--- src/rtl/iterative_divider.sv ---
// Iterative restoring divider for DIV/DIVU/REM/REMU: one quotient bit per cycle.
// Divide-by-zero and signed overflow bypass the loop and finish in one cycle.
module iterative_divider #(
  parameter int DATA_W = 32
) (
  input  logic              clk,
  input  logic              rst,
  input  logic              startE,
  input  logic [1:0]        div_opcode,
  input  logic [DATA_W-1:0] operand1,
  input  logic [DATA_W-1:0] operand2,
  output logic [DATA_W-1:0] result_divide,
  output logic              done,
  output logic              div_use
);
  localparam int CNT_W = $clog2(DATA_W);
  localparam logic [1:0] IDLE = 2'd0;
  localparam logic [1:0] CALC = 2'd1;
  localparam logic [1:0] DONE = 2'd2;
  localparam logic [DATA_W-1:0] MIN_NEG  = {1'b1, {(DATA_W-1){1'b0}}};
  localparam logic [DATA_W-1:0] ALL_ONES = '1;
  localparam logic [CNT_W-1:0]  LAST_CNT = CNT_W'(DATA_W - 1);

  // Two's complement negation; the most negative value maps to itself.
  function automatic logic [DATA_W-1:0] cond_negate(input logic [DATA_W-1:0] v,
                                                    input logic neg);
    cond_negate = neg ? (~v + DATA_W'(1)) : v;
  endfunction

  logic [1:0]          state;
  logic [CNT_W-1:0]    cnt;
  logic [DATA_W-1:0]   q_r;
  logic [DATA_W-1:0]   d_r;
  logic [DATA_W:0]     rem_r;
  logic                rem_sel_r;
  logic                q_neg_r;
  logic                r_neg_r;
  logic                spec_r;
  logic [DATA_W-1:0]   spec_val_r;
  logic [DATA_W-1:0]   res_r;

  logic signed [DATA_W-1:0] op1_s;
  logic signed [DATA_W-1:0] op2_s;
  logic                is_signed;
  logic                is_rem;
  logic                a_neg;
  logic                b_neg;
  logic                div_zero;
  logic                ovf;
  logic                special;
  logic [DATA_W-1:0]   spec_val;
  logic [DATA_W+1:0]   rem_shift;
  logic [DATA_W+1:0]   diff;
  logic                fits;
  logic [DATA_W-1:0]   final_val;

  assign op1_s     = operand1;
  assign op2_s     = operand2;
  assign is_signed = ~div_opcode[0];
  assign is_rem    = div_opcode[1];
  assign a_neg     = is_signed && (op1_s < 0);
  assign b_neg     = is_signed && (op2_s < 0);
  assign div_zero  = (operand2 == '0);
  assign ovf       = is_signed && (operand1 == MIN_NEG) && (operand2 == ALL_ONES);
  assign special   = div_zero || ovf;
  assign spec_val  = div_zero ? (is_rem ? operand1 : ALL_ONES)
                              : (is_rem ? '0 : MIN_NEG);

  // Restoring step: shift in the next dividend bit, keep the difference if non-negative.
  assign rem_shift = {rem_r, q_r[DATA_W-1]};
  assign diff      = rem_shift - {2'b00, d_r};
  assign fits      = ~diff[DATA_W+1];

  assign final_val = spec_r    ? spec_val_r
                   : rem_sel_r ? cond_negate(rem_r[DATA_W-1:0], r_neg_r)
                               : cond_negate(q_r, q_neg_r);

  assign done          = (state == DONE);
  assign div_use       = (state == CALC) || ((state == IDLE) && startE);
  assign result_divide = done ? final_val : res_r;

  always_ff @(posedge clk) begin
    if (rst) begin
      state      <= IDLE;
      cnt        <= '0;
      q_r        <= '0;
      d_r        <= '0;
      rem_r      <= '0;
      rem_sel_r  <= 1'b0;
      q_neg_r    <= 1'b0;
      r_neg_r    <= 1'b0;
      spec_r     <= 1'b0;
      spec_val_r <= '0;
      res_r      <= '0;
    end else begin
      case (state)
        IDLE: begin
          if (startE) begin
            rem_sel_r  <= is_rem;
            q_neg_r    <= a_neg ^ b_neg;
            r_neg_r    <= a_neg;
            q_r        <= cond_negate(operand1, a_neg);
            d_r        <= cond_negate(operand2, b_neg);
            rem_r      <= '0;
            cnt        <= '0;
            spec_r     <= special;
            spec_val_r <= spec_val;
            state      <= special ? DONE : CALC;
          end
        end
        CALC: begin
          q_r   <= {q_r[DATA_W-2:0], fits};
          rem_r <= fits ? diff[DATA_W:0] : rem_shift[DATA_W:0];
          cnt   <= cnt + CNT_W'(1);
          if (cnt == LAST_CNT) state <= DONE;
        end
        DONE: begin
          res_r <= final_val;
          state <= IDLE;
        end
        default: state <= IDLE;
      endcase
    end
  end
endmodule

--- config.mk ---
export PLATFORM = sky130hd
export DESIGN_NAME = iterative_divider
export DESIGN_NICKNAME = d
export VERILOG_FILES = /design/src/rtl/iterative_divider.sv
export SDC_FILE = /design/constraint.sdc
export NUM_CORES = 1
export LEC_CHECK = 0
export ABC_CLOCK_PERIOD_IN_PS = 3500
export CORE_ASPECT_RATIO = 0.7
export CORE_MARGIN = 2
export CORE_UTILIZATION = 30
export DETAILED_ROUTE_END_ITERATION = 16
export PLACE_DENSITY = 0.47
export SYNTH_ARGS = -nofsm -noshare
export SYNTH_HDL_FRONTEND = slang
export SYNTH_SLANG_ARGS = --single-unit
--- constraint.sdc ---
create_clock -name clk -period 3.5 [get_ports clk]
set_input_delay 0.875 -clock clk [delete_from_list [all_inputs] [get_ports clk]]
set_output_delay 0.875 -clock clk [all_outputs]
set_load 0.1 [all_outputs]
After elaboration in Yosys (flattened, before gate mapping)
Index checks and enable logic that the tools add are counted.
{"block": "word_totals", "inputBits": 69, "out_inout_bits": 34, "ff_bits": 172, "word_cells": 67}
{"block": "classes", "n_reduce_logical": 13, "order_cmp": 2, "eq_ne": 7, "mux": 21, "add_sub_neg": 6, "n_bitwise": 7}
{"op": "$mux 32", "count": 11}
{"op": "$add 32x1->32 const B", "count": 4}
{"op": "$not 32->32", "count": 4}
{"op": "$mux 33", "count": 2}
{"op": "$pmux 33 s2", "count": 1}
{"op": "$eq 32x32->1 const B", "count": 2}
{"op": "$lt 32x1->1 const B", "count": 2}
{"op": "$pmux 32 s2", "count": 1}
{"op": "$sub 34x32->34", "count": 1}
{"op": "$logic_not 32->1", "count": 1}
{"op": "$pmux 5 s2", "count": 1}
{"op": "$mux 2", "count": 3}
{"op": "$reduce_and 2->1", "count": 3}
{"op": "$add 5x1->5 const B", "count": 1}
{"op": "$eq 5x5->1 const B", "count": 1}
{"op": "$logic_and 1x1->1", "count": 5}
{"op": "$mux 5", "count": 1}
{"op": "$pmux 2 s2", "count": 1}
{"op": "$eq 2x1->1 const B", "count": 1}
{"op": "$eq 2x2->1 const B", "count": 1}
{"op": "$logic_not 2->1", "count": 1}
{"op": "$logic_or 1x1->1", "count": 2}
{"op": "$ne 2x1->1 const B", "count": 1}
{"op": "$ne 2x2->1 const B", "count": 1}
{"op": "3 further kinds", "count": 4}

Longest topological paths before layout
{"block": "depth", "word_depth": 7, "depth_mapped": 14}

Worst setup path after synthesis
No wires, ideal clock.
{"block": "synth_timing", "kind": "reg2out", "start": "register q_r[10]", "end": "output port result_divide[21]", "path_slack_ns": -1.883, "n_path_buf": 2, "stages_incl_launch_ff": 11, "t_arrival_ns": 4.508, "required_time_ns": 2.625, "path_cell_list": "dfxtp_1 or4_1 clkbuf_1 or4_1 clkbuf_1 o31ai_1 xnor2_1 nor2_1 a211oi_1 a21oi_1 o21ai_0"}
{"block": "synth_via", "elab_chain_cells": 6}
{"item": "start: declaration", "line_no": "32", "rtl": "logic [DATA_W-1:0] q_r;"}
{"item": "start signal: assignment", "line_no": "102", "rtl": "q_r <= cond_negate(operand1, a_neg);"}
{"item": "start signal: assignment", "line_no": "112", "rtl": "q_r <= {q_r[DATA_W-2:0], fits};"}
{"item": "$not 32->32", "line_no": "27", "rtl": "cond_negate = neg ? (~v + DATA_W'(1)) : v;"}
{"item": "$add 32x1->32", "line_no": "27"}
{"item": "$mux 32", "line_no": "27"}
{"item": "$mux 32", "line_no": "75", "rtl": ": rem_sel_r ? cond_negate(rem_r[DATA_W-1:0], r_neg_r)"}
{"item": "$mux 32", "line_no": "74", "rtl": "assign final_val = spec_r ? spec_val_r"}
{"item": "$mux 32"}
{"item": "end: declaration", "line_no": "12", "rtl": "output logic [DATA_W-1:0] result_divide,"}
No other way between the ends.

Worst setup path after layout
{"block": "layout_timing", "start": "register rem_r[6]", "end": "output port result_divide[28]"}
{"block": "layout_via", "elab_chain_cells": 6}
{"item": "start: declaration", "line_no": "34", "rtl": "logic [DATA_W:0] rem_r;"}
{"item": "start signal: assignment", "line_no": "113", "rtl": "rem_r <= fits ? diff[DATA_W:0] : rem_shift[DATA_W:0];"}
{"item": "$not 32->32", "line_no": "27"}
{"item": "$add 32x1->32", "line_no": "27"}
{"item": "$mux 32", "line_no": "27"}
{"item": "$mux 32", "line_no": "75"}
{"item": "$mux 32", "line_no": "74"}
{"item": "$mux 32"}
No other way between the ends.

==> flow_summary.yaml <==
floorplanning:
  num_io_pins: 103
  chipHeight_um: 169.8
  coreArea_um2: 38590
  die_w_um: 240.8
  initial_core_util_pct: 30.52
  die_area_um2: 40890
  core.rowCount: 60
critical_path:
  r2r-start: "rem_r[10]"
  worst_setup_path_start_kind: "flop"
  path_class: "reg -> out"
  crit_path_end_kind: "primary output"
  cp_slowest_stage_delay_ns: 0.53
  cp.required_ns: 2.62
  critPathSlowestCell: "or4_4"
  reg2reg_depth: 14
  cp_cell_sequence: "or4_4, or3_4, nor4b_4, nand3_2, o31ai_4, xnor2_1, a222oi_1, buf_4, a21oi_4, buf_12"
  cp.arrival_ns: 3.27
  crit_fanout: 3
  reg2reg_slack_ns: 0.23
  r2r-end: "rem_r[6]"
yosys:
  synth_cells: 1586
  async_flop_share_pct: 0
  synth_edf_count: 0
  yosysUniqueCellTypes: 69
  synth_seq_cells: 172
  syn_nets: 1695
  ys.flop_type: "dfxtp_1"
  yosysTopAreaCell: "dfxtp_1"
  yosysSeqAreaShare_pct: 29.24
  synth_top_cells_by_area: "dfxtp_1 29%, xnor2_1 6.4%, nand2_1 6.3%"
  yosys_warnings: 0
  syn_area_um2: 11780
  avgSynthCellArea_um2: 7.426
  synth_top_area_share_pct: 29.24
pwr:
  clockPowerShare_pct: 37.1
  ir_drop_v: 0.0003165
  leakage_nw: 6.061
  cellInternalPower_mw: 3.835
  switchingPower_mw: 1.844
  power_mw: 5.679
  netSwitchingFraction_pct: 32.47
  power_density_nw_per_um2: 344.0
  pwr-share-seq_pct: 36.7
  combPwrFrac_pct: 26.3
final_layout:
  post_route_cells_drive_above_1_share_pct: 22.32
  area_delta_synth_final_pct: 40.18
  layout_commonest_cell: "nand2_1"
  nets: 1888
  final_cell_mix: "195 x nand2_1, 163 x dfxtp_1, 162 x buf_4, 136 x nor2_1, 122 x a21oi_1"
timing:
  worst_clock_skew_ns: 0.01103
  whs_ns: 0.4542
  clock.fmax_mhz: 241.2
  slew_headroom_pct: 28.75
  hold_viol: 0
  tightest_slew_ns: 1.065
  finalSetupViolations: 25
  post-route-period-util_pct: 118.5
  rsz0062_at_grt: "yes"
  drv_slew: 0
  worst_slack_ns: -0.6466
  finalCriticalPeriod_ns: 4.147
clock_network:
  h-tree-depth: 4
  cts_buffer_depth: 2
  numCtsBuffers: 17
  ctsRootBufferMaster: "clkbuf_16"
  cts_sinks: 172
  clkLatencyLatePin_ns: 0.46
  clkTransAtPathRegs_ns: 0.07
  hold_buffers: 0
  cts_tree: "yes"
min_path:
  holdPathEnd: "spec_val_r[17]"
  whs_path_depth: 2
  hold_path.class: "reg -> reg"
  hp-start: "spec_val_r[17]"
drt:
  route.detailed.drc: 0
  wl_per_cell_um: 20.14
  drtPass1Iterations: 5
  maxUsedRoutingLayer: "met5"
  ant_nets: 0
  first_iter_violations: 1171
  drt_wl_total_mm: 46.72
  wl_met3_mm: 4.079
  wl_met2_mm: 16.46
  wl_met1_mm: 25.63
  vias: 12380
  vias_per_cell: 5.335
global_routing:
  overflow: 0
  grt_usage_pct: 22.98
  grt_max_degree: 126
  grt_first_pass_wirelength_mm: 70.86
  grt_pass1_vias: 11400
  antenna_found_initial: 0
run:
  max_cap_violations: 0
outcome:
  failed_checks: "negative setup slack"
  status: "finished, violations left"
placed_design:
  gp_congestion: 0.8789
  numPortBuffers: 102
  dpl.hpwl_mm: 36.01
  pre_cts_slack_ns: -0.2225
synth_stat cells (all sizes together) (3+ instances only):
| library cell | instances |
|---|---|
| o21ai | 94 |
| nand2 | 198 |
| nand2b | 48 |
| a221oi | 4 |
| ha | 39 |
| inv | 54 |
| xnor2 | 86 |
| a211oi | 50 |
| a2bb2oi | 7 |
| o22ai | 6 |
| and3 | 4 |
| a31oi | 19 |
| nor3b | 3 |
| o211ai | 9 |
| or4 | 18 |
| o21a | 5 |
| nor2b | 33 |
| a21o | 13 |
| buf | 12 |
| a311oi | 6 |
| o31a | 3 |
| a21boi | 3 |
| nor3 | 30 |
| and2 | 3 |
| o21bai | 4 |
| nand3 | 50 |
| mux2i | 26 |
| clkbuf | 95 |
| xor2 | 54 |
| or3 | 12 |
| nand3b | 3 |
| dfxtp | 172 |
| a21oi | 148 |
| nor2 | 144 |
| a41oi | 3 |
| o31ai | 28 |
| a22oi | 27 |
| o221ai | 5 |
| o41ai | 17 |
| nor4 | 11 |
| nand4 | 17 |
sequential cells by signal, indices dropped and copies added (netlist names):
register	flops
d_r	32
q_neg_r	1
cnt	5
spec_val_r	32
spec_r	1
rem_sel_r	1
q_r	32
r_neg_r	1
res_r	32
state	2
rem_r	33
layout make-up:
class                      count  area [um2]
fill                        3950       22080
multi-input combinational   1252        8722
sequential                   172        3457
timing repair buffer         281        2831
tap                          527       659.4
clock buffer                  24       503.0
inverter                      55       206.4
clock inverter                 8       127.6
antenna                        1       2.502
per-layer routing:
metal,up-vias,track usage [%]
li1,6039,-
met1,5870,38.23
met2,433,27.44
met3,33,6.636
met4,2,4.053
met5,-,1.333
worst max path at each step:
stage	start	end	slack (ns)	depth (start not counted)
after floorplan	q_r[14]	result_divide[22]	-0.35	9
after global placement	q_r[14]	result_divide[22]	-0.18	9
after detailed placement	q_r[7]	result_divide[30]	-0.22	9
after CTS	rem_r[6]	result_divide[28]	-0.62	10
after global routing	rem_r[6]	result_divide[29]	-0.72	11
final	rem_r[6]	result_divide[28]	-0.65	10
cell families after synthesis:
| family | synth area share (%) |
|---|---|
| simple gates | 23.49 |
| buf+inv | 5.269 |
| flops | 29.24 |
| compound gates | 25.07 |
| fa+ha+maj | 4.313 |
| xor+xnor | 10.41 |
| mux | 2.210 |
critical path: cells and delay by family (launching register included):
kind                   cells  cell delay, ns
AND/OR/NAND/NOR            4            1.31
flip-flops                 1            0.32
XOR/XNOR                   1            0.08
buffers and inverters      2            0.37
AO/OA/AOI/OAI              3            0.72
power groups by stage:
stage          clock network [mW]  logic [mW]  registers [mW]
2_1_floorplan                   0       0.794            2.12
3_3_place_gp                    0        1.36            2.12
3_5_place_dp                    0        1.36            2.12
4_1_cts                      2.14        1.43            2.08
5_1_grt                      2.22        1.60            2.09
6_report                     2.10        1.49            2.08
metrics by stage:
stage	TNS (ns)	utilization, %	instance area [um2]	cells
floorplan	-2.174	-	12200	1586
global placement	-2.626	39.31	15170	2277
detailed placement	-4.415	39.31	15170	2277
CTS	-10.97	42.15	16260	2313
global route	-13.55	42.78	16510	2319
finish	-10.95	42.79	16510	2320
repair_timing:
action                                  CTS  global route
pin swaps                                69            51
endpoints found under the setup margin   29            35
gates cloned                              0             0
setup buffers                             9            11
endpoints found under the hold margin     0             0
gates resized for setup                  88            41
No activity file was read; power rests on OpenSTA's default activity.
